==> src/rtl/battle_resolver_pkg.sv <==
// Shared definitions for the battle resolver: FSM encoding, widths and the
// saturating-subtract helper used for damage terms.
package battle_resolver_pkg;

  localparam int BR_W    = 16;
  localparam int ROUND_W = 8;

  typedef enum logic [2:0] {
    S_IDLE  = 3'd0,
    S_CHECK = 3'd1,
    S_P_HIT = 3'd2,
    S_E_HIT = 3'd3,
    S_DONE  = 3'd4
  } state_t;

  function automatic logic [BR_W-1:0] sat_sub_f(input logic [BR_W-1:0] a,
                                                input logic [BR_W-1:0] b);
    logic [BR_W-1:0] y;
    if (a > b) begin
      y = a - b;
    end else begin
      y = {BR_W{1'b0}};
    end
    return y;
  endfunction

endpackage

==> src/rtl/battle_resolver_sat_sub.sv <==
// sat_sub: W-bit a>b ? a-b : 0, used for both player and enemy damage.
module sat_sub
  import battle_resolver_pkg::*;
#(
  parameter int W = BR_W
) (
  input  logic [W-1:0] i_a,
  input  logic [W-1:0] i_b,
  output logic [W-1:0] o_y
);

  // The package helper is fixed at BR_W; other widths use the same rule inline.
  if (W == BR_W) begin : g_pkg
    assign o_y = sat_sub_f(i_a, i_b);
  end else begin : g_generic
    assign o_y = (i_a > i_b) ? (i_a - i_b) : {W{1'b0}};
  end

endmodule

==> src/rtl/battle_resolver.sv <==
// Sequential combat resolver: alternating player/enemy strikes, one per clock.
// Optional round cap enabled by the BATTLE_ROUND_LIMIT_EN macro.
module battle_resolver
  import battle_resolver_pkg::*;
#(
  parameter int W          = BR_W,
  parameter int MAX_ROUNDS = 255
) (
  input  logic               clk,
  input  logic               rst_n,
  input  logic               start,
  input  logic [W-1:0]       enemy_atk,
  input  logic [W-1:0]       enemy_def,
  input  logic [W-1:0]       enemy_hp,
  input  logic [W-1:0]       player_hp,
  input  logic [W-1:0]       player_atk,
  input  logic [W-1:0]       player_def,
  output logic               busy,
  output logic               done,
  output logic               win,
  output logic [W-1:0]       hp_loss,
  output logic [ROUND_W-1:0] rounds,
  output logic               timeout
);

`ifdef BATTLE_ROUND_LIMIT_EN
  localparam logic LIMIT_EN = 1'b1;
`else
  localparam logic LIMIT_EN = 1'b0;
`endif

  state_t               r_state;
  state_t               w_next;
  logic [W-1:0]         r_e_atk, r_e_def, r_e_hp;
  logic [W-1:0]         r_p_hp, r_p_atk, r_p_def;
  logic [W-1:0]         r_hp_loss;
  logic [ROUND_W-1:0]   r_rounds;
  logic                 r_win, r_timeout, r_done, r_busy;

  logic [W-1:0]         w_p_dmg, w_e_dmg, w_e_hp_nxt, w_loss_nxt;
  logic [W:0]           w_loss_sum;
  logic [ROUND_W-1:0]   w_rounds_nxt;
  logic                 w_cap_hit;

  sat_sub #(.W(W)) u_p_dmg (.i_a(r_p_atk), .i_b(r_e_def), .o_y(w_p_dmg));
  sat_sub #(.W(W)) u_e_dmg (.i_a(r_e_atk), .i_b(r_p_def), .o_y(w_e_dmg));

  assign w_e_hp_nxt   = (r_e_hp > w_p_dmg) ? (r_e_hp - w_p_dmg) : {W{1'b0}};
  assign w_loss_sum   = {1'b0, r_hp_loss} + {1'b0, w_e_dmg};
  assign w_loss_nxt   = w_loss_sum[W] ? {W{1'b1}} : w_loss_sum[W-1:0];
  assign w_rounds_nxt = (r_rounds == 8'hFF) ? 8'hFF : (r_rounds + 8'd1);
  assign w_cap_hit    = LIMIT_EN && (int'({24'd0, w_rounds_nxt}) >= MAX_ROUNDS);

  // Next-state decision; a lethal player hit wins over the round cap.
  always_comb begin
    w_next = r_state;
    case (r_state)
      S_IDLE: begin
        if (start) begin
          w_next = S_CHECK;
        end else begin
          w_next = S_IDLE;
        end
      end
      S_CHECK: begin
        if (r_e_hp == {W{1'b0}}) begin
          w_next = S_DONE;
        end else if (w_p_dmg == {W{1'b0}}) begin
          w_next = S_DONE;
        end else begin
          w_next = S_P_HIT;
        end
      end
      S_P_HIT: begin
        if (w_e_hp_nxt == {W{1'b0}}) begin
          w_next = S_DONE;
        end else if (w_cap_hit) begin
          w_next = S_DONE;
        end else begin
          w_next = S_E_HIT;
        end
      end
      S_E_HIT: begin
        if (w_loss_nxt >= r_p_hp) begin
          w_next = S_DONE;
        end else begin
          w_next = S_P_HIT;
        end
      end
      S_DONE:  w_next = S_IDLE;
      default: w_next = S_IDLE;
    endcase
  end

  // State register plus done/busy, registered off the next state.
  always_ff @(posedge clk or negedge rst_n) begin
    if (!rst_n) begin
      r_state <= S_IDLE;
      r_done  <= 1'b0;
      r_busy  <= 1'b0;
    end else begin
      r_state <= w_next;
      r_done  <= (w_next == S_DONE);
      r_busy  <= (w_next != S_IDLE);
    end
  end

  // Operand latch and battle datapath.
  always_ff @(posedge clk or negedge rst_n) begin
    if (!rst_n) begin
      r_e_atk   <= {W{1'b0}};
      r_e_def   <= {W{1'b0}};
      r_e_hp    <= {W{1'b0}};
      r_p_hp    <= {W{1'b0}};
      r_p_atk   <= {W{1'b0}};
      r_p_def   <= {W{1'b0}};
      r_hp_loss <= {W{1'b0}};
      r_rounds  <= 8'd0;
      r_win     <= 1'b0;
      r_timeout <= 1'b0;
    end else begin
      case (r_state)
        S_IDLE: begin
          if (start) begin
            r_e_atk   <= enemy_atk;
            r_e_def   <= enemy_def;
            r_e_hp    <= enemy_hp;
            r_p_hp    <= player_hp;
            r_p_atk   <= player_atk;
            r_p_def   <= player_def;
            r_hp_loss <= {W{1'b0}};
            r_rounds  <= 8'd0;
            r_win     <= 1'b0;
            r_timeout <= 1'b0;
          end
        end
        S_CHECK: begin
          if (r_e_hp == {W{1'b0}}) begin
            r_win <= 1'b1;
          end
        end
        S_P_HIT: begin
          r_e_hp   <= w_e_hp_nxt;
          r_rounds <= w_rounds_nxt;
          if (w_e_hp_nxt == {W{1'b0}}) begin
            r_win <= 1'b1;
          end else if (w_cap_hit) begin
            r_timeout <= 1'b1;
          end
        end
        S_E_HIT: begin
          r_hp_loss <= w_loss_nxt;
        end
        default: begin
          r_win <= r_win;
        end
      endcase
    end
  end

  assign busy    = r_busy;
  assign done    = r_done;
  assign win     = r_win;
  assign hp_loss = r_hp_loss;
  assign rounds  = r_rounds;
  assign timeout = r_timeout;

endmodule

==> config.mk <==
export PLATFORM = sky130hd
export DESIGN_NAME = battle_resolver
export DESIGN_NICKNAME = d
export VERILOG_FILES = /design/src/rtl/battle_resolver_pkg.sv /design/src/rtl/battle_resolver_sat_sub.sv /design/src/rtl/battle_resolver.sv
export SDC_FILE = /design/constraint.sdc
export NUM_CORES = 1
export LEC_CHECK = 0
export ABC_AREA = 1
export ABC_CLOCK_PERIOD_IN_PS = 4100
export CAP_MARGIN = 40
export CORE_MARGIN = 4
export CORE_UTILIZATION = 40
export CTS_CLUSTER_DIAMETER = 150
export DETAILED_ROUTE_END_ITERATION = 8
export HOLD_SLACK_MARGIN = 0.03
export PLACE_DENSITY = 0.6
export SYNTH_ARGS = -nofsm -noshare
export SYNTH_HDL_FRONTEND = slang
export SYNTH_HIERARCHICAL = 1
export SYNTH_SLANG_ARGS = --single-unit
==> constraint.sdc <==
create_clock -name clk -period 4.1 [get_ports clk]
set_input_delay 0.615 -clock clk [delete_from_list [all_inputs] [get_ports clk]]
set_output_delay 0.615 -clock clk [all_outputs]
set_load 0.02 [all_outputs]
==> results of run 1 <==
-- cell usage after synthesis, drive strengths merged --
cell type and count:
a211oi 1, a21o 1, a21oi 55, a221oi 1
a22o 1, a31o 1, a31oi 2, and2 2
buf 8, clkbuf 23, clkinv 3, conb 1
dfrtp 126, fa 4, ha 81, inv 248
nand2 603, nand3 87, nand3b 11, nand4 12
nor2 85, nor3 16, nor4 7, o211ai 8
o21a 1, o21ai 47, o21bai 3, o22ai 1
o311ai 7, o31ai 2, or2 3, xnor2 12
xor2 13
-- flip-flops by register name, summed over array words and instances, names as in the netlist --
signal and flops:
hp_loss 16, r_e_atk 16, r_e_def 16, r_e_hp 16, r_p_atk 16, r_p_def 16, r_p_hp 16, rounds 8
r_state 3, busy 1, done 1, win 1
-- repair_timing --
action,in CTS,in global routing
hold buffers,0,0
cloned,1,2
endpoints found under the setup margin,4,7
resized for setup,59,91
hold endpoints to repair,0,0
pin swaps,23,49
buffers inserted,14,17
-- cell families (layout without fill, tap and decap cells) --
logic type / count (synthesis) / count (layout) / synth area share
compound gates: 131 / 131 / 0.07801
xor+xnor: 25 / 25 / 0.02205
fa+ha+maj: 85 / 85 / 0.1101
buf+inv: 282 / 574 / 0.1113
flops: 126 / 126 / 0.3176
other cells: 1 / 1 / 0.0003777
simple gates: 826 / 828 / 0.3606
-- metrics by stage --
step | std cells | area [µm²] | TNS, ns | setup WS [ns] | hold slack, ns
2_1_floorplan | 1476 | 10060 | -0.07129 | -0.03383 | 0.3194
3_3_place_gp | 2028 | 12580 | -1.332 | -0.3792 | 0.4641
3_5_place_dp | 2030 | 12640 | -1.675 | -0.4456 | 0.4656
4_1_cts | 2075 | 13680 | -0.6110 | -0.1837 | 0.1805
5_1_grt | 2094 | 14230 | -1.751 | -0.4530 | 0.2012
6_report | 2094 | 14230 | -1.034 | -0.2688 | 0.1664
-- critical path: cells and delay by family (launching register included) --
kind,cells,cell delay [ns]
AO/OA/AOI/OAI,7,0.85
adder cells (fa/ha/maj),4,1.03
buffers and inverters,3,0.27
flip-flops,1,0.38
AND/OR/NAND/NOR,15,1.72
-- worst paths after layout --
path / depth (start not counted) / slack, ns / to / start
max in group asynchronous: 3 / 2.94 / r_e_def[7] / rst_n
min in group clk: 2 / 0.48 / r_e_def[4] / r_e_def[4]
min: 1 / 0.17 / hp_loss[14] / rst_n
max: 29 / -0.27 / busy / r_p_def[9]
min reg2reg: 2 / 0.48 / r_e_def[4] / r_e_def[4]
max reg2reg: 29 / -0.27 / busy / r_p_def[9]
-- layout make-up --
cell class,count,area share
clock buffer,23,0.03289
clock inverter,7,0.007915
inverter,251,0.06719
multi-input combinational,1070,0.4597
sequential,126,0.2216
tap,324,0.02849
timing repair buffer,292,0.1818
timing repair inverter,1,0.0004397
-- layer usage --
| metal | wire (µm) | up-vias |
|---|---|---|
| li1 | - | 5169 |
| met4 | 421 | 0 |
| met5 | 0 | - |
| met3 | 1355 | 31 |
| met1 | 14360 | 4496 |
| met2 | 12610 | 227 |
==> metrics.yaml, run 1 <==
criticalPathCategory: "register to register"
place_hpwl_um: 21760
clock_insertion_delay_worst_skew_ns: 0.41
layout.cells.most_common_list: "sky130_fd_sc_hd__nand2_1, sky130_fd_sc_hd__inv_1, sky130_fd_sc_hd__buf_4"
portBuffers: 125
startpoint_type: "register"
grt_pass1_vias: 9406
critical_path.max_stage_delay_ns: 0.38
endpoint_kind: "register"
filler_cells: 2334
final-max-slew-violation-count: 0
drc_errors: 0
die_width_um: 165.5
synth-warning-count: 6
fin_ws_ns: -0.2688
fin_util: 0.5833
core_area_mm2: 0.02439
routed_wirelength_um: 28750
synth_area_leader_cell: "sky130_fd_sc_hd__dfrtp_1"
final_common_cell: "sky130_fd_sc_hd__nand2_1"
clk_transition_reported_paths_ns: 0.05
fmax_ghz: 0.2289
drtAntennaViolNets: 0
syn-num-nets: 1660
synthesis.instances: 1476
pin_count_of_the_biggest_net_entering_global_routing: 68
wl_per_cell_um: 13.73
h-tree-depth: 4
maxCapViolCount: 0
antenna-diode-count: 0
drive_above_1_share: 0.2198
netlist_area_before_placement_mm2: 0.009928
fin_hold_viols: 0
period_share: 1.066
start_util: 0.4070
clkSinkCount: 126
multiInputGateArea_mm2: 0.006540
timing.slew.headroom: 0.5112
cpMaxStageDelayCell: "sky130_fd_sc_hd__dfrtp_1"
finalCriticalPeriod_ns: 4.369
synth_seq_cells: 126
final_net_count: 1943
syn2layout_area_growth_pct: 43.30
tightest_slew_ns: 0.7315
outcome: "complete, but fails checks"
detail_route.vias_per_cell: 4.739
number_of_antenna_violations_at_the_first_check_in_global_routing: 0
grt_usage: 0.2057
syn_area_per_cell_um2: 6.726
number_of_failing_setup_endpoints_in_the_final_timing_report: 4
synthDistinctLibCells: 49
finClkSkew_ns: 0.009333
use_met2: 0.3086
design.die.area_mm2: 0.02741
groute.layer.met3.usage: 0.02780
cp_data_arrival_time_ns: 4.67
timing.critical_path.required_ns: 4.40
tritoncts.num_buffers: 17
violations: "setup timing"
met1_track_demand_over_resource: 0.3115
clock_tree.root_cell: "sky130_fd_sc_hd__clkbuf_16"
yosys.area.top_type_share: 0.3176
gp_routability_congestion: 0.9047
grt_most_used_layer: "met1"
rsz_0062_raised_after_global_routing: "yes"
layout.area.seq_mm2: 0.003153
worst-path-max-fanout: 7
die-height_um: 165.5
post_synth_main_area_contributors: "sky130_fd_sc_hd__dfrtp_1, sky130_fd_sc_hd__nand2_1, sky130_fd_sc_hd__ha_1"
hold_class: "input pin to async pin"
register_area_share_after_synthesis: 0.3176
cell_row_count: 57
drt-initial-drc-count: 607
grt_overflow_total: 0
grt_pass1_wl_um: 45640
cts_tree: "done"
num_vias: 9923
dr.pass1.iters: 5
floorplan.io_pins: 127
max-clock-path-buffers: 2
Power of run 1 is not shown: default switching activity piles up to over one toggle a cycle in this logic, so the estimate is an artifact.
==> inputs of run 2 (changes only) <==
--- a/config.mk
+++ b/config.mk
@@ -14,6 +14,7 @@
 export DETAILED_ROUTE_END_ITERATION = 8
 export HOLD_SLACK_MARGIN = 0.03
 export PLACE_DENSITY = 0.6
+export SLEW_MARGIN = 25
 export SYNTH_ARGS = -nofsm -noshare
 export SYNTH_HDL_FRONTEND = slang
 export SYNTH_HIERARCHICAL = 1
==> results of run 2 <==
Final layout, timing and power as in run 1 (identical DEF).
Power of run 2 is left out for the same reason.
==> inputs of run 3 (changes only) <==
--- a/config.mk
+++ b/config.mk
@@ -14,6 +14,7 @@
 export DETAILED_ROUTE_END_ITERATION = 8
 export HOLD_SLACK_MARGIN = 0.03
 export PLACE_DENSITY = 0.6
+export SKIP_CTS_REPAIR_TIMING = 1
 export SLEW_MARGIN = 25
 export SYNTH_ARGS = -nofsm -noshare
 export SYNTH_HDL_FRONTEND = slang
==> run 3 against run 2 <==
  * The run still ends with setup timing left
  * Hold slack got worse by 0.0048 ns
  * Wire length decreased by 2.9%
  * Highest routed layer unchanged
  * Global-route usage decreased by 0.35 points
  * Die area unchanged
  * Sequential cell count unchanged
  * Fmax decreased by 0.60%
==> metrics.yaml, run 3 (same netlist as run 1, synthesis figures left out) <==
portBuffers: 125
design.die.area_mm2: 0.02741
detail_route.vias_per_cell: 4.674
number_of_antenna_violations_at_the_first_check_in_global_routing: 0
critPathTopFamily: "simple AND/OR/NAND/NOR gates"
start_util: 0.4070
dr.pass1.iters: 5
core_area_mm2: 0.02439
floorplan.io_pins: 127
final-max-slew-violation-count: 0
clkSinkCount: 126
fin_hold_viols: 0
drc_errors: 0
number_of_failing_setup_endpoints_in_the_final_timing_report: 4
cts_tree: "done"
critical_path.max_stage_delay_ns: 0.36
num_vias: 9731
endpoint_kind: "register"
timing.critical_path.required_ns: 4.40
grt_overflow_total: 0
period_share: 1.072
pin_count_of_the_biggest_net_entering_global_routing: 68
maxCapViolCount: 0
drt-initial-drc-count: 611
die-height_um: 165.5
rsz_0062_raised_after_global_routing: "yes"
criticalPathCategory: "register to register"
final_common_cell: "sky130_fd_sc_hd__nand2_1"
startpoint_type: "register"
hold_class: "input pin to async pin"
final_net_count: 1931
grt_usage: 0.2022
fin_ws_ns: -0.2950
critical-path-top-cell-by-count: "sky130_fd_sc_hd__nand2_2"
syn2layout_area_growth_pct: 39.87
die_width_um: 165.5
violations: "setup timing"
clk_transition_reported_paths_ns: 0.05
finClkSkew_ns: 0.009017
place_hpwl_um: 21760
max-clock-path-buffers: 2
gp_routability_congestion: 0.9047
finalCriticalPeriod_ns: 4.395
timing.slew.headroom: 0.5171
tritoncts.num_buffers: 17
antenna-diode-count: 0
layout.cells.most_common_list: "sky130_fd_sc_hd__nand2_1, sky130_fd_sc_hd__inv_1, sky130_fd_sc_hd__buf_4"
drtAntennaViolNets: 0
h-tree-depth: 4
tightest_slew_ns: 0.7226
cp_data_arrival_time_ns: 4.69
path_buf_inv: 5
setup_tns_final_ns: -1.128
fmax_ghz: 0.2275
clock_insertion_delay_worst_skew_ns: 0.41
cell_row_count: 57
grt_pass1_wl_um: 44770
grt_pass1_vias: 9186
clock_tree.root_cell: "sky130_fd_sc_hd__clkbuf_16"
outcome: "complete, but fails checks"
worst-path-max-fanout: 7
routed_wirelength_um: 27910
drive_above_1_share: 0.1991
filler_cells: 2362
cpMaxStageDelayCell: "sky130_fd_sc_hd__fa_2"
wl_per_cell_um: 13.40
[run 3: final timing paths]
path,cells after the start,startpoint,slack (ns),to
setup / recovery,30,r_e_atk[0],-0.29,busy
hold / removal,1,rst_n,0.16,hp_loss[14]
setup reg to reg,30,r_e_atk[0],-0.29,busy
hold reg to reg,2,r_e_def[4],0.48,r_e_def[4]
max in group asynchronous,3,rst_n,2.95,r_e_def[7]
min in group clk,2,r_e_def[4],0.48,r_e_def[4]
[run 3: routing by layer]
| layer | up-vias | routed length, µm | GRT usage | share of wire |
|---|---|---|---|---|
| met5 | - | 0 | 0 | 0 |
| met4 | 0 | 399 | 0.04949 | 0.014 |
| met3 | 26 | 1269 | 0.02656 | 0.045 |
| met2 | 218 | 11940 | 0.3010 | 0.43 |
| met1 | 4343 | 14300 | 0.3096 | 0.51 |
| li1 | 5144 | - | - | - |
[run 3: layout make-up]
| cell class | instances | area (µm²) | area share |
|---|---|---|---|
| multi-input cells | 1070 | 6309 | 0.4543 |
| flip-flops and latches | 126 | 3153 | 0.2270 |
| repair buffers | 281 | 2491 | 0.1794 |
| inverters | 251 | 948.4 | 0.06829 |
| clock buffers | 23 | 467.9 | 0.03370 |
| well taps | 324 | 405.4 | 0.02919 |
| clock inverters | 7 | 112.6 | 0.008109 |
[run 3: metrics by stage]
step	util	worst slack (ns)	area, µm²	cells	hold slack, ns
2_1_floorplan	-	-0.03383	10060	1476	0.3194
3_3_place_gp	0.5160	-0.3792	12580	2028	0.4641
3_5_place_dp	0.5182	-0.4456	12640	2030	0.4656
4_1_cts	0.5420	-0.4847	13220	2060	0.1805
5_1_grt	0.5694	-0.5466	13890	2082	0.2012
6_report	0.5694	-0.2950	13890	2082	0.1616
Power of run 3 is left out for the same reason.
